===== src/rtl/key_matrix_scan.sv =====
// 4x4 keypad scanner: walks active-low rows, synchronizes the columns, debounces
// press and release on the latched column, and reports one code per physical press.
module key_matrix_scan #(
    parameter int ROW_DWELL = 4,
    parameter int DEB_CNT   = 20
) (
    input  logic       clk,
    input  logic       rst,
    input  logic [3:0] kcol,
    output logic [3:0] krow,
    output logic [3:0] key_code,
    output logic       key_valid,
    output logic       key_down
);
    localparam int DW_W  = (ROW_DWELL > 1) ? $clog2(ROW_DWELL) : 1;
    localparam int DEB_W = (DEB_CNT > 1) ? $clog2(DEB_CNT) : 1;
    localparam logic [DW_W-1:0]  DWELL_LAST = DW_W'(ROW_DWELL - 1);
    localparam logic [DEB_W-1:0] DEB_LAST   = DEB_W'(DEB_CNT - 1);

    typedef enum logic [1:0] {S_SCAN, S_DEBOUNCE, S_PRESSED, S_RELEASE} state_t;

    state_t           r_state, w_state_nxt;
    logic [3:0]       r_csync1, r_csync2;
    logic [1:0]       r_row, w_row_nxt;
    logic [1:0]       r_col, w_col_nxt;
    logic [DW_W-1:0]  r_dwell, w_dwell_nxt;
    logic [DEB_W-1:0] r_cnt, w_cnt_nxt;
    logic [3:0]       r_code, w_code_nxt;
    logic             r_valid, w_valid_nxt;
    logic             r_down, w_down_nxt;
    logic             w_col_hi;
    logic [1:0]       w_low_col;

    always_ff @(posedge clk or posedge rst) begin
        if (rst) begin
            r_csync1 <= 4'b1111;
            r_csync2 <= 4'b1111;
            r_state  <= S_SCAN;
            r_row    <= 2'd0;
            r_col    <= 2'd0;
            r_dwell  <= '0;
            r_cnt    <= '0;
            r_code   <= 4'd0;
            r_valid  <= 1'b0;
            r_down   <= 1'b0;
        end else begin
            r_csync1 <= kcol;
            r_csync2 <= r_csync1;
            r_state  <= w_state_nxt;
            r_row    <= w_row_nxt;
            r_col    <= w_col_nxt;
            r_dwell  <= w_dwell_nxt;
            r_cnt    <= w_cnt_nxt;
            r_code   <= w_code_nxt;
            r_valid  <= w_valid_nxt;
            r_down   <= w_down_nxt;
        end
    end

    assign w_col_hi = r_csync2[r_col];

    // Column 0 wins when several keys in the driven row are down.
    always_comb begin
        w_low_col = 2'd3;
        if (!r_csync2[0])      w_low_col = 2'd0;
        else if (!r_csync2[1]) w_low_col = 2'd1;
        else if (!r_csync2[2]) w_low_col = 2'd2;
    end

    always_comb begin
        w_state_nxt = r_state;
        w_row_nxt   = r_row;
        w_col_nxt   = r_col;
        w_dwell_nxt = r_dwell;
        w_cnt_nxt   = r_cnt;
        w_code_nxt  = r_code;
        w_valid_nxt = 1'b0;
        w_down_nxt  = r_down;
        case (r_state)
            S_SCAN: begin
                if (r_dwell == DWELL_LAST) begin
                    if (r_csync2 == 4'b1111) begin
                        w_row_nxt   = r_row + 2'd1;
                        w_dwell_nxt = '0;
                    end else begin
                        w_col_nxt   = w_low_col;
                        w_cnt_nxt   = '0;
                        w_state_nxt = S_DEBOUNCE;
                    end
                end else begin
                    w_dwell_nxt = r_dwell + 1'b1;
                end
            end
            S_DEBOUNCE: begin
                if (w_col_hi) begin
                    w_state_nxt = S_SCAN;
                    w_row_nxt   = r_row + 2'd1;
                    w_dwell_nxt = '0;
                end else if (r_cnt == DEB_LAST) begin
                    w_state_nxt = S_PRESSED;
                    w_valid_nxt = 1'b1;
                    w_code_nxt  = {r_row, r_col};
                    w_down_nxt  = 1'b1;
                end else begin
                    w_cnt_nxt = r_cnt + 1'b1;
                end
            end
            S_PRESSED: begin
                if (w_col_hi) begin
                    w_state_nxt = S_RELEASE;
                    w_cnt_nxt   = '0;
                end
            end
            S_RELEASE: begin
                // A low sample restarts the release window instead of re-reporting the key.
                if (!w_col_hi) begin
                    w_cnt_nxt = '0;
                end else if (r_cnt == DEB_LAST) begin
                    w_down_nxt  = 1'b0;
                    w_state_nxt = S_SCAN;
                    w_row_nxt   = r_row + 2'd1;
                    w_dwell_nxt = '0;
                end else begin
                    w_cnt_nxt = r_cnt + 1'b1;
                end
            end
            default: w_state_nxt = S_SCAN;
        endcase
    end

    assign krow      = ~(4'b0001 << r_row);
    assign key_code  = r_code;
    assign key_valid = r_valid;
    assign key_down  = r_down;
endmodule


===== config.mk =====
export PLATFORM = sky130hd
export DESIGN_NAME = key_matrix_scan
export DESIGN_NICKNAME = d
export VERILOG_FILES = /design/src/rtl/key_matrix_scan.sv
export SDC_FILE = /design/constraint.sdc
export NUM_CORES = 1
export LEC_CHECK = 0
export ABC_CLOCK_PERIOD_IN_PS = 3560
export BUFFER_PORTS_ARGS = -buffer_cell sky130_fd_sc_hd__buf_2
export CAP_MARGIN = 30
export CORE_MARGIN = 4
export CORE_UTILIZATION = 56
export DETAILED_ROUTE_END_ITERATION = 8
export PLACE_DENSITY = 0.75
export SYNTH_ARGS = -nofsm -noshare
export SYNTH_HDL_FRONTEND = slang
export SYNTH_SLANG_ARGS = --single-unit

===== constraint.sdc =====
create_clock -name clk -period 3.56 [get_ports clk]
set_input_delay 0.178 -clock clk [delete_from_list [all_inputs] [get_ports clk]]
set_output_delay 0.178 -clock clk [all_outputs]
set_load 0.005 [all_outputs]

==> flow_summary.json, run 1 <==
{
  "root_buffer": "clkbuf_4",
  "final.period_utilization_pct": 55.0,
  "max_slew_margin_pct": 64.3,
  "synthFlopType": "dfrtp_1",
  "crit_path_max_incr_delay_ns": 0.64,
  "design.core.area_um2": 2210,
  "maxCapViolCount": 0,
  "swShare_pct": 37.0,
  "muxShareOfSynthArea_pct": 7.64,
  "ctsHoldBuffers": 5,
  "worst_setup_path_startpoint": "r_col[0]$_DFFE_PP0P_",
  "h-tree-depth": 1,
  "cts_tree": "yes",
  "rr_startpoint": "r_col[0]$_DFFE_PP0P_",
  "postSynth.asyncResetShare_pct": 100,
  "leakage_uw": 0.000701,
  "holdCritPathClass": "in2async",
  "synth_top_family_by_area": "compound AO/OA/AOI/OAI gates",
  "rsz0062_at_grt": "false",
  "synth.distinct_cells": 34,
  "yosysWarnings": 0,
  "cp-end-kind": "flip-flop",
  "ant_nets": 0,
  "vias_per_cell": 5.82,
  "yosys.area_share.simple_pct": 11.9,
  "insertion_delay_ns": 0.33,
  "netlist_area_um2": 1310,
  "yosysSeqAreaShare_pct": 52.3,
  "setup_viol": 0,
  "pwr-share-clk_pct": 15.4,
  "synth_xor_area_share_pct": 0.669,
  "wl_um": 2290,
  "vias": 960,
  "cts_buffers": 3,
  "final_common_cell": "dfrtp_1",
  "synth_edf_count": 0,
  "drt_iter0_drc": 26,
  "max_freq_ghz": 0.511,
  "antenna_cells": 0,
  "drc": 0,
  "grt_max_degree": 20,
  "hold_viol_final": 0,
  "power_switching_uw": 339,
  "final.setup.tns_ns": 0,
  "ir_worst_vdd_uv": 410,
  "grt_pass1_wl_um": 3990,
  "drive_gt1_share_pct": 27.0,
  "syn_nets": 127,
  "dp_hpwl_um": 1710,
  "die_y_um": 56.4,
  "pwr-share-seq_pct": 46.1,
  "worstMarginPinSlew_ns": 0.532,
  "outcome": "complete, no violations",
  "post_cts_resize_count": 0,
  "mostFrequentLayoutCells": "dfrtp_1, buf_2, inv_1, o21ai_0, dfstp_2",
  "rows": 17,
  "path_delay_family": "multiplexers",
  "ys_ff_latch": 27,
  "syn_inst": 115,
  "path_max_fanout": 11,
  "portBuffers": 15,
  "synth_compound_area_share_pct": 16.8,
  "clk_path_buf_depth": 2,
  "skew_ns": 0.00259,
  "grt_pass1_vias": 931,
  "layout_min_cycle_time_ns": 1.96,
  "die_width_um": 56.4,
  "areaGrowthSynthToFinish_pct": 15.3,
  "intPower_uw": 577,
  "slew_viol_final": 0,
  "crit_path_start_kind": "flip-flop",
  "postCtsSetupRepairBufs": 0,
  "p_per_area_nw_per_um2": 607,
  "grt_overflow_total": 0,
  "dr.pass1.iters": 4,
  "synth_area_per_cell_um2": 11.4,
  "start_util_pct": 59.2,
  "required_ns": 3.83,
  "worst-path-buf-inv": 0,
  "synth_adder_area_share_pct": 5.73,
  "p_comb_share_pct": 38.5,
  "antenna_found_initial": 0,
  "fin_nets": 150,
  "dieArea_um2": 3180,
  "crit_chain": "mux4_2 > o311a_4 > or4_1 > a21oi_1",
  "ios": 16,
  "cts.clk_slew.worst_paths_ns": 0.15,
  "final_util_pct": 68.3,
  "cts_sinks": 27,
  "grtUsageTotal_pct": 15.8,
  "cp_slowest_cell": "mux4_2",
  "gp_congestion": 0.862,
  "critical_path_class": "reg2reg",
  "arrival_ns": 2.23,
  "wire_per_inst_um": 13.8
}
## state kept, by name, indices dropped and copies added (netlist names), named ones only
signal	count
r_csync1	4
r_csync2	4
r_col	2
r_state	1
r_cnt	5
key_code	4
key_valid	1
key_down	1
r_dwell	2
r_row	2
## cell usage after synthesis (all sizes together) (2+ instances only)
| library cell | n | area share (%) |
|---|---|---|
| o22ai | 2 | 0.95 |
| ha | 6 | 5.7 |
| nand2 | 6 | 1.7 |
| nand3 | 4 | 1.5 |
| o31ai | 3 | 1.7 |
| o21ai | 12 | 4.6 |
| inv | 12 | 3.4 |
| o21a | 2 | 1.1 |
| a22o | 3 | 2.0 |
| nand3b | 2 | 1.1 |
| clkbuf | 2 | 0.57 |
| a21oi | 3 | 1.1 |
| dfrtp | 19 | 36 |
| dfstp | 8 | 16 |
| o211ai | 2 | 1.1 |
| mux2 | 6 | 5.2 |
| nor2b | 2 | 0.95 |
| or4 | 2 | 1.1 |
| nor2 | 4 | 1.1 |
## worst paths after layout
| check | to | slack (ns) | cells after the start |
|---|---|---|---|
| worst max-delay path | r_cnt[0]$_DFFE_PP0P_ | 1.60 | 4 |
| worst min-delay path | r_cnt[2]$_DFFE_PP0P_ | 0.36 | 3 |
| worst max register to register | r_cnt[0]$_DFFE_PP0P_ | 1.60 | 4 |
| worst min register to register | r_csync2[0]$_DFF_PP1_ | 0.37 | 0 |
| max in group asynchronous | r_csync2[0]$_DFF_PP1_ | 2.69 | 4 |
| min in group clk | r_csync2[0]$_DFF_PP1_ | 0.37 | 0 |
## area by class of cell
cell class / instances / area [um^2]
inverters: 12 / 45.0
repair buffers: 21 / 153
flip-flops and latches: 27 / 686
fillers: 172 / 702
multi-input cells: 73 / 561
well taps: 28 / 35.0
clock buffers: 3 / 22.5
clock inverters: 1 / 8.76
## power groups by stage
stage | combinational, uW | sequential [uW] | clock [uW]
after floorplan | 283 | 403 | 0
after global placement | 322 | 422 | 0
after detailed placement | 349 | 428 | 0
after CTS | 356 | 422 | 145
after global routing | 400 | 430 | 158
final | 353 | 423 | 141
## worst min-delay path, cell delays in order
cell and delay (ns):
dlygate4sd3_1 0.53, buf_2 0.11, inv_1 0.33
## layer usage
metal	global-route usage, %	vias up	share of wire [%]
li1	-	461	-
met1	18.5	477	44
met2	28.7	18	51
met3	3.68	4	4.0
met4	4.07	0	1.1
met5	0	-	0
## logic make-up (layout without fill, tap and decap cells)
group           Yosys count  count (layout)
mux                       8               8
simple gates             26              26
fa+ha+maj                 6               6
xor+xnor                  1               1
flops                    27              27
buf+inv                  15              37
compound gates           32              32
## stage by stage
step / cells / hold WS [ns] / power, uW / setup WS [ns] / cell area, um^2
finish: 165 / 0.356 / 916 / 1.60 / 1510
global placement: 155 / 0.284 / 744 / 1.65 / 1400
detailed placement: 156 / 0.191 / 777 / 1.63 / 1430
CTS: 165 / 0.367 / 922 / 1.58 / 1510
floorplan: 115 / 0.182 / 686 / 1.74 / 1310
global route: 165 / 0.373 / 988 / 1.49 / 1510
No activity file was read; power rests on OpenSTA's default activity.
==> run 2, diff against run 1 <==
ABC_CLOCK_PERIOD_IN_PS = 1700   (was 3560)
CORE_UTILIZATION = 50   (was 56)
PLACE_DENSITY = 0.71   (was 0.75)
clock period = 1.7 ns   (was 3.56 ns; I/O delays follow)
==> run 2 against run 1 <==
  * The flow now finishes with violations (negative setup slack)
  * Maximum frequency grew 6.8%
  * Routed wire length up 27%
  * Hold slack worse by 0.054 ns
  * First-iteration DRC count is 15% higher
  * Clock skew is 0.0014 ns higher
  * Largest power group is now combinational cells
==> flow_summary.json, run 2 (synthesis results as in run 1) <==
{
  "dr.pass1.iters": 4,
  "top_register": "r_cnt",
  "dieArea_um2": 3500,
  "gp_congestion": 0.900,
  "drc": 0,
  "path_max_fanout": 6,
  "required_ns": 1.95,
  "placed_cells": 177,
  "start_util_pct": 52.9,
  "worst_setup_path_startpoint": "r_col[0]$_DFFE_PP0P_",
  "antenna_found_initial": 0,
  "insertion_delay_ns": 0.35,
  "post_dp_cell_area_um2": 1550,
  "setup_viol": 12,
  "swShare_pct": 36.3,
  "cts_tree": "yes",
  "ios": 16,
  "crit_path_start_kind": "flip-flop",
  "mostFrequentLayoutCells": "dfrtp_1, buf_4, buf_2",
  "intPower_uw": 1470,
  "portBuffers": 15,
  "final.period_utilization_pct": 108,
  "pre_cts_ws_ns": -0.199,
  "pwr-share-seq_pct": 37.6,
  "grt_pass1_vias": 1092,
  "largest_register_ffs": 5,
  "clk_path_buf_depth": 2,
  "holdWs_ns": 0.302,
  "ant_nets": 0,
  "holdCritPathClass": "in2async",
  "rsz0062_at_grt": "true",
  "design_area_um2": 1750,
  "critical_path.endpoint": "key_code[3]$_DFFE_PP0P_",
  "power_switching_uw": 840,
  "layout_min_cycle_time_ns": 1.83,
  "pwr-share-clk_pct": 13.3,
  "cts_sinks": 27,
  "ir_worst_vdd_uv": 848,
  "cts_buffers": 3,
  "setup_ws_ns": -0.134,
  "skew_ns": 0.00395,
  "p_comb_share_pct": 49.0,
  "drt_iter0_drc": 30,
  "violations": "negative setup slack",
  "hold_viol_final": 0,
  "reg2reg_depth": 5,
  "areaGrowthSynthToFinish_pct": 33.8,
  "grt_max_degree": 28,
  "cts.clk_slew.worst_paths_ns": 0.15,
  "fillers": 181,
  "timing.rr.end": "key_code[3]$_DFFE_PP0P_",
  "antenna_cells": 0,
  "grt_overflow_total": 0,
  "rr_startpoint": "r_col[0]$_DFFE_PP0P_",
  "wire_per_inst_um": 15.2,
  "cp-end-kind": "flip-flop",
  "h-tree-depth": 1,
  "fin_cells": 190,
  "vias_per_cell": 5.67,
  "die_width_um": 59.2,
  "worstMarginPinSlew_ns": 0.369,
  "arrival_ns": 2.09,
  "design.core.area_um2": 2480,
  "fin_nets": 173,
  "dp_hpwl_um": 1940,
  "max_freq_ghz": 0.545,
  "maxCapViolCount": 0,
  "p_per_area_nw_per_um2": 1320,
  "r2r_slack_ns": -0.13,
  "rows": 18,
  "critical_path_class": "reg2reg",
  "max_slew_margin_pct": 75.4,
  "die_y_um": 59.2,
  "slew_viol_final": 0,
  "outcome": "finished, violations left",
  "vias": 1078,
  "leakage_uw": 0.000833,
  "wl_um": 2890,
  "drive_gt1_share_pct": 44.4,
  "root_buffer": "clkbuf_4",
  "grt_pass1_wl_um": 4900,
  "grtUsageTotal_pct": 18.7
}
[run 2: cell type report]
| class | count | area (um^2) | area share, % |
|---|---|---|---|
| repair buffers | 44 | 324 | 18.5 |
| multi-input cells | 73 | 629 | 35.9 |
| clock buffers | 3 | 22.5 | 1.28 |
| flip-flops and latches | 27 | 686 | 39.1 |
| inverters | 12 | 45.0 | 2.57 |
| well taps | 30 | 37.5 | 2.14 |
| clock inverters | 1 | 8.76 | 0.500 |
[run 2: power by group through the flow]
stage	Clock, uW	Combinational (uW)	Sequential [uW]
3_3_place_gp	0	846	871
5_1_grt	351	1220	885
4_1_cts	324	1000	868
3_5_place_dp	0	886	882
2_1_floorplan	0	593	844
6_report	308	1130	870
[run 2: how the worst min path moves through the flow]
| stage | from | endpoint | slack, ns | cells after the start |
|---|---|---|---|---|
| after floorplan | kcol[0] | r_csync1[0]$_DFF_PP1_ | 0.09 | 0 |
| after global placement | rst | r_cnt[3]$_DFFE_PP0P_ | 0.15 | 3 |
| after detailed placement | rst | r_cnt[3]$_DFFE_PP0P_ | 0.16 | 3 |
| after CTS | rst | r_dwell[0]$_DFFE_PP0P_ | 0.30 | 4 |
| after global routing | kcol[3] | r_csync1[3]$_DFF_PP1_ | 0.35 | 2 |
| final | rst | r_dwell[0]$_DFFE_PP0P_ | 0.30 | 4 |
[run 2: stage by stage]
stage	power [uW]	setup TNS (ns)	utilization [%]
floorplan	1440	-0.507	-
global placement	1720	-0.406	62.7
detailed placement	1770	-0.860	62.7
CTS	2200	-0.802	68.4
global route	2460	-2.62	70.8
finish	2310	-1.33	70.8
[run 2: layer usage]
metal	wire length, um	global-route usage [%]	vias up
met2	1450	30.3	42
li1	-	-	506
met3	145	3.27	13
met4	144	12.3	0
met1	1150	22.7	517
met5	0	0	-
[run 2: repair_timing]
action                                  CTS  global route
resized for setup                        11            17
buffers inserted                          2             2
hold buffers                              5             0
endpoints found under the setup margin   11            14
pin swaps                                 6             5
gates cloned                              0             0
endpoints found under the hold margin    23             0
[run 2: worst max-delay path, stage by stage (launching register included)]
cell and delay (ns):
dfrtp_1 0.40, mux4_2 0.61, buf_6 0.17, nor3_4 0.11, buf_6 0.15, mux2_4 0.30
